--- src/rtl/rv_pkg.sv ---
// Shared core types: register address and register-file write request payload.
package rv_pkg;

    localparam int unsigned RV_XLEN = 32;
    localparam int unsigned REG_AW  = 5;

    typedef logic [REG_AW-1:0] reg_addr_t;

    typedef struct packed {
        reg_addr_t            addr;
        logic [RV_XLEN-1:0]   data;
    } wb_req_t;

endpackage

--- src/rtl/regfile_write_arbiter_sync_fifo.sv ---
// Side-result FIFO; also exposes per-entry valid/addr for hazard lookup.
module sync_fifo
    import rv_pkg::*;
#(
    parameter  int unsigned DEPTH = 4,
    localparam int unsigned PTR_W = $clog2(DEPTH),
    localparam int unsigned CNT_W = $clog2(DEPTH + 1)
) (
    input  logic                          i_Clk,
    input  logic                          i_Reset,
    input  logic                          i_Push,
    input  wb_req_t                       i_Push_Data,
    input  logic                          i_Pop,
    output wb_req_t                       o_Head,
    output logic [PTR_W-1:0]              o_Head_Idx,
    output logic                          o_Full,
    output logic                          o_Empty,
    output logic [CNT_W-1:0]              o_Count,
    output logic [DEPTH-1:0]              o_Entry_Valid,
    output logic [DEPTH-1:0][REG_AW-1:0]  o_Entry_Addr
);

    wb_req_t            mem [DEPTH];
    logic [PTR_W-1:0]   wr_ptr;
    logic [PTR_W-1:0]   rd_ptr;
    logic [CNT_W-1:0]   count;
    logic [DEPTH-1:0]   entry_valid;

    // Payload storage; contents are qualified by entry_valid, so no reset.
    always_ff @(posedge i_Clk) begin
        if (i_Push) begin
            mem[wr_ptr] <= i_Push_Data;
        end
    end

    // Pointers, occupancy and per-entry valid bits.
    always_ff @(posedge i_Clk or posedge i_Reset) begin
        if (i_Reset) begin
            wr_ptr      <= '0;
            rd_ptr      <= '0;
            count       <= '0;
            entry_valid <= '0;
        end else begin
            if (i_Push) begin
                wr_ptr              <= wr_ptr + PTR_W'(1);
                entry_valid[wr_ptr] <= 1'b1;
            end
            if (i_Pop) begin
                rd_ptr              <= rd_ptr + PTR_W'(1);
                entry_valid[rd_ptr] <= 1'b0;
            end
            case ({i_Push, i_Pop})
                2'b10:   count <= count + CNT_W'(1);
                2'b01:   count <= count - CNT_W'(1);
                default: count <= count;
            endcase
        end
    end

    // Address view of every slot for the pending comparators.
    always_comb begin
        for (int i = 0; i < int'(DEPTH); i++) begin
            o_Entry_Addr[i] = mem[i].addr;
        end
    end

    assign o_Head        = mem[rd_ptr];
    assign o_Head_Idx    = rd_ptr;
    assign o_Count       = count;
    assign o_Full        = (count == CNT_W'(DEPTH));
    assign o_Empty       = (count == '0);
    assign o_Entry_Valid = entry_valid;

endmodule

--- src/rtl/regfile_write_arbiter.sv ---
// Register-file write port arbiter: WB has priority, side results queue until the port is free.
module regfile_write_arbiter
    import rv_pkg::*;
#(
    parameter  int unsigned DEPTH = 4,
    parameter  int unsigned XLEN  = 32,
    localparam int unsigned PTR_W = $clog2(DEPTH),
    localparam int unsigned CNT_W = $clog2(DEPTH + 1)
) (
    input  logic              i_Clk,
    input  logic              i_Reset,
    input  logic              i_WB_Valid,
    input  logic [4:0]        i_WB_Addr,
    input  logic [XLEN-1:0]   i_WB_Data,
    input  logic              i_Side_Valid,
    input  logic [4:0]        i_Side_Addr,
    input  logic [XLEN-1:0]   i_Side_Data,
    output logic              o_Side_Ready,
    input  logic [4:0]        i_rAddr_1,
    input  logic [4:0]        i_rAddr_2,
    output logic              o_Pending_1,
    output logic              o_Pending_2,
    output logic              o_wEnable,
    output logic [4:0]        o_wAddr,
    output logic [XLEN-1:0]   o_wData,
    output logic [CNT_W-1:0]  o_Count
);

    logic                          side_fire;
    logic                          push;
    logic                          pop;
    logic                          wb_drive;
    logic                          full;
    logic                          empty;
    wb_req_t                       side_req;
    wb_req_t                       head;
    logic [PTR_W-1:0]              head_idx;
    logic [DEPTH-1:0]              entry_valid;
    logic [DEPTH-1:0][REG_AW-1:0]  entry_addr;

    // Handshake; x0 results complete the handshake but are dropped.
    assign o_Side_Ready  = ~full & ~i_Reset;
    assign side_fire     = i_Side_Valid & o_Side_Ready;
    assign push          = side_fire & (i_Side_Addr != '0);
    assign side_req.addr = i_Side_Addr;
    assign side_req.data = RV_XLEN'(i_Side_Data);

    // WB owns the port unless it targets x0; otherwise the FIFO head drains.
    assign wb_drive = i_WB_Valid & (i_WB_Addr != '0) & ~i_Reset;
    assign pop      = ~wb_drive & ~empty & ~i_Reset;

    sync_fifo #(
        .DEPTH(DEPTH)
    ) u_fifo (
        .i_Clk        (i_Clk),
        .i_Reset      (i_Reset),
        .i_Push       (push),
        .i_Push_Data  (side_req),
        .i_Pop        (pop),
        .o_Head       (head),
        .o_Head_Idx   (head_idx),
        .o_Full       (full),
        .o_Empty      (empty),
        .o_Count      (o_Count),
        .o_Entry_Valid(entry_valid),
        .o_Entry_Addr (entry_addr)
    );

    // Write port priority mux.
    always_comb begin
        o_wEnable = 1'b0;
        o_wAddr   = '0;
        o_wData   = '0;
        if (wb_drive) begin
            o_wEnable = 1'b1;
            o_wAddr   = i_WB_Addr;
            o_wData   = i_WB_Data;
        end else if (pop) begin
            o_wEnable = 1'b1;
            o_wAddr   = head.addr;
            o_wData   = XLEN'(head.data);
        end
    end

    // Pending flags: queued-and-not-leaving entries plus the result entering this cycle.
    always_comb begin
        o_Pending_1 = push & (i_Side_Addr == i_rAddr_1);
        o_Pending_2 = push & (i_Side_Addr == i_rAddr_2);
        for (int i = 0; i < int'(DEPTH); i++) begin
            if (entry_valid[i] && !(pop && (head_idx == PTR_W'(i)))) begin
                if (entry_addr[i] == i_rAddr_1) o_Pending_1 = 1'b1;
                if (entry_addr[i] == i_rAddr_2) o_Pending_2 = 1'b1;
            end
        end
        if (i_rAddr_1 == '0 || i_Reset) o_Pending_1 = 1'b0;
        if (i_rAddr_2 == '0 || i_Reset) o_Pending_2 = 1'b0;
    end

endmodule

--- config.mk ---
export PLATFORM = sky130hd
export DESIGN_NAME = regfile_write_arbiter
export DESIGN_NICKNAME = d
export VERILOG_FILES = /design/src/rtl/rv_pkg.sv /design/src/rtl/regfile_write_arbiter_sync_fifo.sv /design/src/rtl/regfile_write_arbiter.sv
export SDC_FILE = /design/constraint.sdc
export NUM_CORES = 1
export LEC_CHECK = 0
export CORE_ASPECT_RATIO = 1.75
export CORE_MARGIN = 2
export CORE_UTILIZATION = 52
export DETAILED_ROUTE_END_ITERATION = 7
export MAX_ROUTING_LAYER = met4
export PLACE_DENSITY = 0.79
export SLEW_MARGIN = 30
export SYNTH_ARGS = -nofsm -noshare
export SYNTH_HDL_FRONTEND = slang
export SYNTH_SLANG_ARGS = --single-unit
--- constraint.sdc ---
create_clock -name i_Clk -period 3.4 [get_ports i_Clk]
set_clock_uncertainty 0.2 [all_clocks]
set_input_delay 0.68 -clock i_Clk [delete_from_list [all_inputs] [get_ports i_Clk]]
set_output_delay 0.68 -clock i_Clk [all_outputs]
set_load 0.01 [all_outputs]
Word level (Yosys, flattened, before mapping)

Memory sizes are Yosys's and may differ from the RTL's.
Index checks and enable logic that the tools add are counted.

Reductions and logical operators: 23
Multiplexer cells: 33
Magnitude comparators: 4
$add $sub $neg: 4
Eq/ne operators: 16
Bitwise operators: 16

Operators by type and width:

| operator            | number |
|---|---|
| $mux 32             | 2 |
| $eq 5x5->1          | 10 |
| $mux 1              | 24 |
| $logic_and 1x1->1   | 10 |
| $logic_not 5->1     | 2 |
| $mux 5              | 2 |
| $reduce_bool 5->1   | 2 |
| $and 1x1->1         | 9 |
| $mux 4              | 2 |
| $eq 2x2->1 const B  | 3 |
| $lt 2x3->1 const B  | 2 |
| $pmux 3 s2          | 1 |
| $add 2x1->2 const B | 2 |
| $and 4x4->4         | 1 |
| $demux 1 s2         | 2 |
| $eq 2x1->1 const B  | 2 |
| $ge 2x1->1 const B  | 2 |
| $logic_not 1->1     | 4 |
| $not 1->1           | 4 |
| $not 4->4           | 1 |
| $or 4x4->4          | 1 |
| $add 3x1->3 const B | 1 |
| $eq 3x3->1 const B  | 1 |
| $logic_not 3->1     | 1 |
| other kinds (4)     | 5 |

Bits in registers: 11
Word-level logic and storage cells: 101
Input port bits: 88
Memory bits (writable): 148
Output and inout bits: 44
Memories kept: 1

Memories:

| name       | depth | bits a word | read ports | clocked after Yosys merged registers in | wr ports | RTL line                              | source |
|---|---|---|---|---|---|---|---|
| u_fifo.mem | 4     | 37          | 5          | 0                                       | 1        | regfile_write_arbiter_sync_fifo.sv:23 | `wb_req_t mem [DEPTH];` |

Longest topological paths before layout

Gate-level depths: netlist of run 1.

Depth after elaboration: 17
Gate-level depth with buffers: 11
Mapped depth without buffers: 10

Hierarchy

Synthesis of run 1 repeated with hierarchy kept, for this count alone.

Cell total of the unflattened synthesis: 418
Area, all modules: 7235.7 um^2

By module, submodules not included:

| module                | times used | cells an instance | sequential area each (um^2) | area each (um^2) |
|---|---|---|---|---|
| sync_fifo             | 1          | 265               | 4719.5                      | 6075.8 |
| regfile_write_arbiter | 1          | 153               | 0.0                         | 1159.9 |

Worst setup path after synthesis of run 1

Ideal clock, no wire load.

Kind: input to register
Start: in i_WB_Addr[1]
End: reg u_fifo.count[2], in the netlist u_fifo.o_Count[2]
Slack: 150 ps
Library setup time: 79 ps
Arrival: 2970 ps
Stages on the path: 11
Data required time: 3121 ps
Path buffers: 2
Cells stage by stage: or4_1 -> o21a_1 -> buf_6 -> nor3_4 -> buf_6 -> ha_1 -> inv_1 -> fa_1 -> xor2_1 -> nor2_1 -> xor2_1

Word-level cells in the longest chain between the ends: 8
Elaborated cells on any way between the ends: 10
Those cells by class: eq/ne (2); mux (1); bitwise (5); reduce/logical (2)

RTL lines:

| what                                            | RTL line                              | source |
|---|---|---|
| start, declared                                 | regfile_write_arbiter.sv:13           | `input logic [4:0] i_WB_Addr,` |
| $reduce_bool 5->1 (*)                           | regfile_write_arbiter.sv:49           | `assign wb_drive = i_WB_Valid & (i_WB_Addr != '0) & ~i_Reset;` |
| $and 1x1->1 (*) (2 in a row)                    | regfile_write_arbiter.sv:49           |  |
| $not 1->1 (*)                                   | regfile_write_arbiter.sv:50           | `assign pop = ~wb_drive & ~empty & ~i_Reset;` |
| $and 1x1->1 (*) (2 in a row)                    | regfile_write_arbiter.sv:50           |  |
| named net pop                                   | regfile_write_arbiter.sv:31           | `logic pop;` |
| $eq 2x1->1 or $eq 2x2->1 (tied branches)        | regfile_write_arbiter_sync_fifo.sv:52 | `case ({i_Push, i_Pop})` |
| $pmux 3 s2 or $reduce_bool 2->1 (tied branches) | n/a                                   |  |
| end signal, assigned                            | regfile_write_arbiter_sync_fifo.sv:53 | `2'b10: count <= count + CNT_W'(1);` |
| end signal, assigned                            | regfile_write_arbiter_sync_fifo.sv:54 | `2'b01: count <= count - CNT_W'(1);` |
| end signal, assigned                            | regfile_write_arbiter_sync_fifo.sv:55 | `default: count <= count;` |
| end, declared                                   | regfile_write_arbiter_sync_fifo.sv:26 | `logic [CNT_W-1:0] count;` |

Mark *: on every way through the listed nets, which the timed path passes. The rest lies on a longest branch.
A chain may end at the register's enable or synchronous reset.

Worst setup path in the final report of run 1

Start: in i_WB_Addr[2]
End: out o_wAddr[3]

Word-level cells in the longest chain between the ends: 8

RTL lines:

| what                         | RTL line                    | source |
|---|---|---|
| $reduce_bool 5->1 (*)        | regfile_write_arbiter.sv:49 |  |
| $and 1x1->1 (*) (2 in a row) | regfile_write_arbiter.sv:49 |  |
| $not 1->1                    | regfile_write_arbiter.sv:50 |  |
| $and 1x1->1 (2 in a row)     | regfile_write_arbiter.sv:50 |  |
| $mux 5                       | regfile_write_arbiter.sv:78 | `end else if (pop) begin` |
| $mux 5 (*)                   | regfile_write_arbiter.sv:74 | `if (wb_drive) begin` |
| end, declared                | regfile_write_arbiter.sv:24 | `output logic [4:0] o_wAddr,` |

Mark *: on every way between the ends. The rest lies on a longest branch, timed or not.

==> results.txt, run 1 <==
Worst R2R Path Depth: 13
R2R setup slack: 0.68 ns
Peak VDD IR: 0.000613 V
die area: 14500 um2
Core Region: 13300 um2
Routed Antenna Nets: 0
IO Pins: 132
CP required: 2.52 ns
first-pass GRT wire length: 27000 um
Area Growth Syn to Fin: 34.3%
Avg WL per Cell: 24.1 um
CTS clock-pin slew for the worst setup and hold paths: 0.06 ns
Clock Root Buffer: clkbuf_16
worst min path class: flip-flop to flip-flop
Hold Path Origin: u_fifo.o_Count[2]
layout cells sized above 1: 0.314
area of the multi-input gates: 2220 um2
final wirelength: 18400 um
leakage power: 3.42 nW
post-synth top area cell: edfxtp_1
crit start category: primary input
area taken by flip-flops and latches: 4720 um2
DRT Pass-1 Iters: 4
htree depth: 4
Reg-to-Reg Start: u_fifo.o_Count[0]
Slew Viols, Final: 0
Vert. Die Dim: 158 um
gr ovfl total: 0
Hold Path Cell Cnt: 1
r2r endpoint: u_fifo.o_Count[2]
Synth Area in Adders: 0.0188
Initial Util: 0.529
Simple-Gate Fraction of Synth Area: 0.0309
most frequent cell after synthesis: edfxtp_1
RSZ-0062 raised after global routing: no
Port Buffer Count: 131
Yosys Warn Count: 0
Setup violations, final: 0
placer congestion estimate: 1.00
GRT Overall Usage: 0.272
Setup CP Type: primary input to output port
Final Hold Vio Count: 0
Top FF cell, synth: edfxtp_1
vias per inst: 5.75
Tightest Pin Transition: 0.429 ns
antenna violations before repair: 0
compound-gate portion of the synthesized area: 0.0664
Post-Syn Area: 7050 um2
drt drc: 0
Synth top area share: 0.631
hold-critical path endpoint: u_fifo.o_Count[2]
Final Util: 0.711
Clock Latency Late Sink: 0.41 ns
EDFF count, synth: 148
CTS Buffer Depth: 2
Worst EP arrival: 2.44 ns
fin crit share: 0.978
synth unique cells: 30
Site Rows: 56
Layout fillers: 854
Synth Net Count: 495
largest net degree at the start of global routing: 39
Avg Cell Area, Syn: 17.8 um2
Via Count: 4399
Setup crit end kind: output port
vias in the first global route: 4681
cells after synthesis: 397
CTS Buf Count: 17
Sink Count: 159
#FFs+latches synth: 159
post-placement cell area: 8880 um2
Seq/Total Area, Yosys: 0.670
asr flop ratio synth: 0.0692
largest family of logic cells by synthesized area: multiplexers
initial DRC count: 304
Die Width: 92 um
post-synthesis mux area share: 0.120
run status: complete, no violations
synth cell count leaders: edfxtp_1 (148), a22o_1 (37), mux4_2 (37), xnor2_1 (33), xor2_1 (22)
CTS tree: done
dpl hpwl: 12400 um
power per cell area: 677 nW/um2
FMAX: 301 MHz
Worst Path Max Fanout: 7
top cells by area, synth: edfxtp_1 (63%), mux4_2 (12%), a22o_1 (4.6%)
Design Area, Final: 9460 um2
max_cap viols: 0
Slew headroom: 0.714
Final min period: 3.32 ns
fin nets: 675
xor and xnor fraction of the mapped netlist area: 0.0684
-- metal layers --
| layer | wire length [um] | up-vias | track usage |
|---|---|---|---|
| met5 | 0 | - | - |
| met4 | 1030 | 0 | 0.163 |
| met3 | 802 | 43 | 0.0581 |
| met2 | 10600 | 176 | 0.494 |
| met1 | 6050 | 2232 | 0.262 |
| li1 | - | 1948 | - |
-- cell families after synthesis --
kind of cell               after synthesis
DFF                                    159
AOI/OAI and AO/OA                       58
xor gates and xnor gates                55
and+or+nand+nor                         39
buffers and inverters                   38
muxes                                   38
adders and majority gates               10
-- state kept, by name, summed over array words and instances (netlist names) --
signal	cells
u_fifo.o_Head_Idx	2
u_fifo.mem	148
u_fifo.o_Count	3
u_fifo.wr_ptr	2
u_fifo.o_Entry_Valid	4
-- layout make-up --
type | instances | area share
inverter | 11 | 0.00436
antenna | 1 | 0.000264
multi-input combinational | 200 | 0.235
clock buffer | 18 | 0.0453
sequential | 159 | 0.499
timing repair buffer | 188 | 0.179
clock inverter | 14 | 0.0140
tap | 174 | 0.0230
-- repair_timing --
item,CTS,global route
hold buffers,0,0
setup buffers,9,0
cloned,3,0
setup endpoints to repair,41,34
resized for setup,172,21
pin swaps,6,5
-- critical path: stages --
cell and delay [ns]:
dlygate4sd2_1 0.24, or4_4 0.43, o21a_4 0.22, nor3_4 0.20, buf_6 0.17, buf_4 0.16
a22o_1 0.12, clkdlybuf4s15_2 0.21
-- report_power, final --
part / leakage (nW) / internal, W / switching (W) / total, W
sequential: 1.47 / 0.00240 / 0.000164 / 0.00257
combinational: 1.69 / 0.00108 / 0.000976 / 0.00206
clock: 0.258 / 0.00102 / 0.000765 / 0.00178
-- stage by stage --
stage	hold WS, ns	cells	setup slack [ns]	power, W	TNS (ns)
2_1_floorplan	0.285	397	0.150	0.00376	0
3_3_place_gp	0.301	723	-0.537	0.00461	-19.00
3_5_place_dp	0.311	723	-0.542	0.00466	-20.52
4_1_cts	0.326	766	-0.0290	0.00645	-0.248
5_1_grt	0.350	764	0.00779	0.00668	0
6_report	0.329	765	0.0756	0.00641	0
-- worst max-delay path by stage --
stage | slack, ns | start | depth (start not counted) | to
after floorplan | 0.15 | i_WB_Addr[1] | 11 | u_fifo.o_Count[2]
after global placement | -0.54 | i_WB_Valid | 8 | o_Pending_2
after detailed placement | -0.54 | i_WB_Valid | 8 | o_Pending_2
after CTS | -0.03 | i_WB_Addr[2] | 10 | o_wData[9]
after global routing | 0.008 | i_WB_Addr[2] | 8 | o_wAddr[3]
final | 0.08 | i_WB_Addr[2] | 8 | o_wAddr[3]
-- layout by cell type, fill, tap and decap left out, types with 4 or more instances in the layout --
cell	instances
buf_6	4
clkdlybuf4s50_1	83
clkbuf_16	17
xnor2_1	32
dlymetal6s2s_1	4
nor3_1	10
mux4_2	37
o21ai_0	4
buf_4	43
clkbuf_2	4
edfxtp_1	148
xor2_1	22
a22o_1	37
clkinvlp_4	5
buf_12	8
ha_1	9
inv_1	11
buf_2	37
and2_2	4
inv_6	5
nand3_1	12
dfrtp_1	9
No activity file was read; power rests on OpenSTA's default activity.
==> inputs of run 2 (changes only) <==
--- a/config.mk
+++ b/config.mk
@@ -5,6 +5,7 @@
 export SDC_FILE = /design/constraint.sdc
 export NUM_CORES = 1
 export LEC_CHECK = 0
+export CAP_MARGIN = 30
 export CORE_ASPECT_RATIO = 1.75
 export CORE_MARGIN = 2
 export CORE_UTILIZATION = 52
==> results of run 2 <==
Same layout as run 1: the final DEF is identical, and so are final timing and power.
==> inputs of run 3 (changes only) <==
--- a/config.mk
+++ b/config.mk
@@ -12,6 +12,7 @@
 export DETAILED_ROUTE_END_ITERATION = 7
 export MAX_ROUTING_LAYER = met4
 export PLACE_DENSITY = 0.79
+export REMOVE_ABC_BUFFERS = 1
 export SLEW_MARGIN = 30
 export SYNTH_ARGS = -nofsm -noshare
 export SYNTH_HDL_FRONTEND = slang
==> results.txt, run 3 (synthesis gave the netlist of run 1 again) <==
GRT Overall Usage: 0.247
Tightest Pin Transition: 0.357 ns
Initial Util: 0.529
DRT Pass-1 Iters: 5
Worst Path Max Fanout: 6
Sink Count: 159
Worst R2R Path Depth: 13
first-pass GRT wire length: 25100 um
max reg flops: 148
Clock Latency Late Sink: 0.41 ns
Die Width: 92 um
Slew Viols, Final: 0
Site Rows: 56
largest net degree at the start of global routing: 38
Post-CTS Hold Fix Bufs: 0
drt drc: 0
CTS Buf Count: 17
Pint: 0.00441 W
gr ovfl total: 0
CP required: 2.52 ns
post-placement cell count: 719
Via Count: 4283
CTS tree: done
vias in the first global route: 4543
IO Pins: 132
die area: 14500 um2
Final min period: 3.40 ns
crit start category: primary input
Setup CP Type: primary input to output port
Port Buffer Count: 131
RSZ-0062 raised after global routing: yes
htree depth: 4
run status: complete, no violations
fin nets: 671
power share of the clock group: 0.274
met2 GRT Util: 0.444
Vert. Die Dim: 158 um
Post-Route Setup TNS: 0 ns
Core Region: 13300 um2
total power: 0.00625 W
layout cells sized above 1: 0.300
# diodes: 0
Reg power frac: 0.403
Setup crit end kind: output port
commonest non-fill, non-tap cell in the layout: edfxtp_1
dpl hpwl: 10900 um
Hold Path Cell Cnt: 1
power per cell area: 663 nW/um2
most frequent cells in the layout: edfxtp_1 (148), clkdlybuf4s50_1 (81), mux4_2 (37), a22o_1 (37), buf_4 (37)
final wirelength: 16700 um
Avg WL per Cell: 22.0 um
met3 usage: 0.0357
met1 Use GR: 0.272
worst min path class: flip-flop to flip-flop
Clock Root Buffer: clkbuf_16
vias per inst: 5.64
Hold WS: 0.324 ns
Switching Fraction: 0.295
CTS clock-pin slew for the worst setup and hold paths: 0.06 ns
CTS Buffer Depth: 2
antenna violations before repair: 0
most flop-heavy register: u_fifo.mem
NetSw: 0.00185 W
Final Hold Vio Count: 0
combinational fraction of design power: 0.323
fin crit share: 1.00
initial DRC count: 255
max_cap viols: 0
placer congestion estimate: 0.991
Area Growth Syn to Fin: 33.9%
Routed Antenna Nets: 0
Slew headroom: 0.762
GRT Max-Usage Layer: met2
Setup violations, final: 0
Final Util: 0.709
Final Instance Count excl. Fillers: 760
Worst EP arrival: 2.52 ns
Peak VDD IR: 0.000414 V
leakage power: 3.41 nW
FMAX: 294 MHz
==> run 3: changes by cell type in the layout (fill, tap and decap cells not counted), moves of 2 or more <==
cell and change:
clkinv_2 +2, buf_12 +2, inv_6 -2, buf_2 -2, buf_4 -6, clkinvlp_4 -3, clkdlybuf4s50_1 -2, dlygate4sd2_1 +6
clkinv_4 +3
==> run 3: area by class of cell <==
| cell class | instances | area (um2) |
|---|---|---|
| clock buffer | 18 | 429 |
| sequential | 159 | 4720 |
| fill | 873 | 3880 |
| multi-input combinational | 200 | 2210 |
| clock inverter | 14 | 110 |
| tap | 174 | 218 |
| inverter | 11 | 41.3 |
| timing repair buffer | 184 | 1710 |
==> run 3: what timing repair did <==
item | in CTS | in global routing
pin swaps | 7 | 6
endpoints found under the setup margin | 41 | 34
resized for setup | 168 | 20
endpoints found under the hold margin | 0 | 0
cloned | 4 | 0
buffers inserted | 6 | 1
==> run 3: critical path, stage by stage <==
cell             delay (ns)
clkdlybuf4s50_1        0.46
buf_4                  0.16
xnor2_1                0.13
nand3_1                0.11
nor3_1                 0.34
a32oi_2                0.16
a31oi_1                0.17
dlygate4sd2_1          0.30
==> run 3: final timing paths <==
kind	from	to	slack [ns]
setup reg to reg	u_fifo.o_Count[2]	u_fifo.o_Count[2]	0.68
hold / removal	u_fifo.o_Entry_Valid[1]	u_fifo.o_Entry_Valid[1]	0.32
max in group asynchronous	i_Reset	u_fifo.o_Head_Idx[0]	2.18
min in group asynchronous	i_Reset	u_fifo.o_Head_Idx[1]	0.66
setup / recovery	i_rAddr_2[1]	o_Pending_2	0.002
hold reg to reg	u_fifo.o_Entry_Valid[1]	u_fifo.o_Entry_Valid[1]	0.32
==> run 3: power by group through the flow <==
stage	registers [W]	logic (W)	clock network, W
CTS	0.00252	0.00207	0.00174
global placement	0.00254	0.00202	0
floorplan	0.00268	0.00102	0
detailed placement	0.00256	0.00205	0
finish	0.00252	0.00202	0.00171
global route	0.00254	0.00218	0.00182
==> run 3: through the flow <==
stage          worst slack, ns  cell area [um2]
6_report               0.00164             9430
5_1_grt                -0.0562             9430
4_1_cts                0.00728             9480
3_5_place_dp            -0.692             8870
3_3_place_gp            -0.609             8870
2_1_floorplan           -0.698             6900
==> run 3: layer usage <==
| metal | vias to the layer above | part of all wire |
|---|---|---|
| met5 | - | 0 |
| met1 | 2172 | 0.36 |
| li1 | 1940 | - |
| met3 | 31 | 0.042 |
| met2 | 140 | 0.57 |
| met4 | 0 | 0.028 |
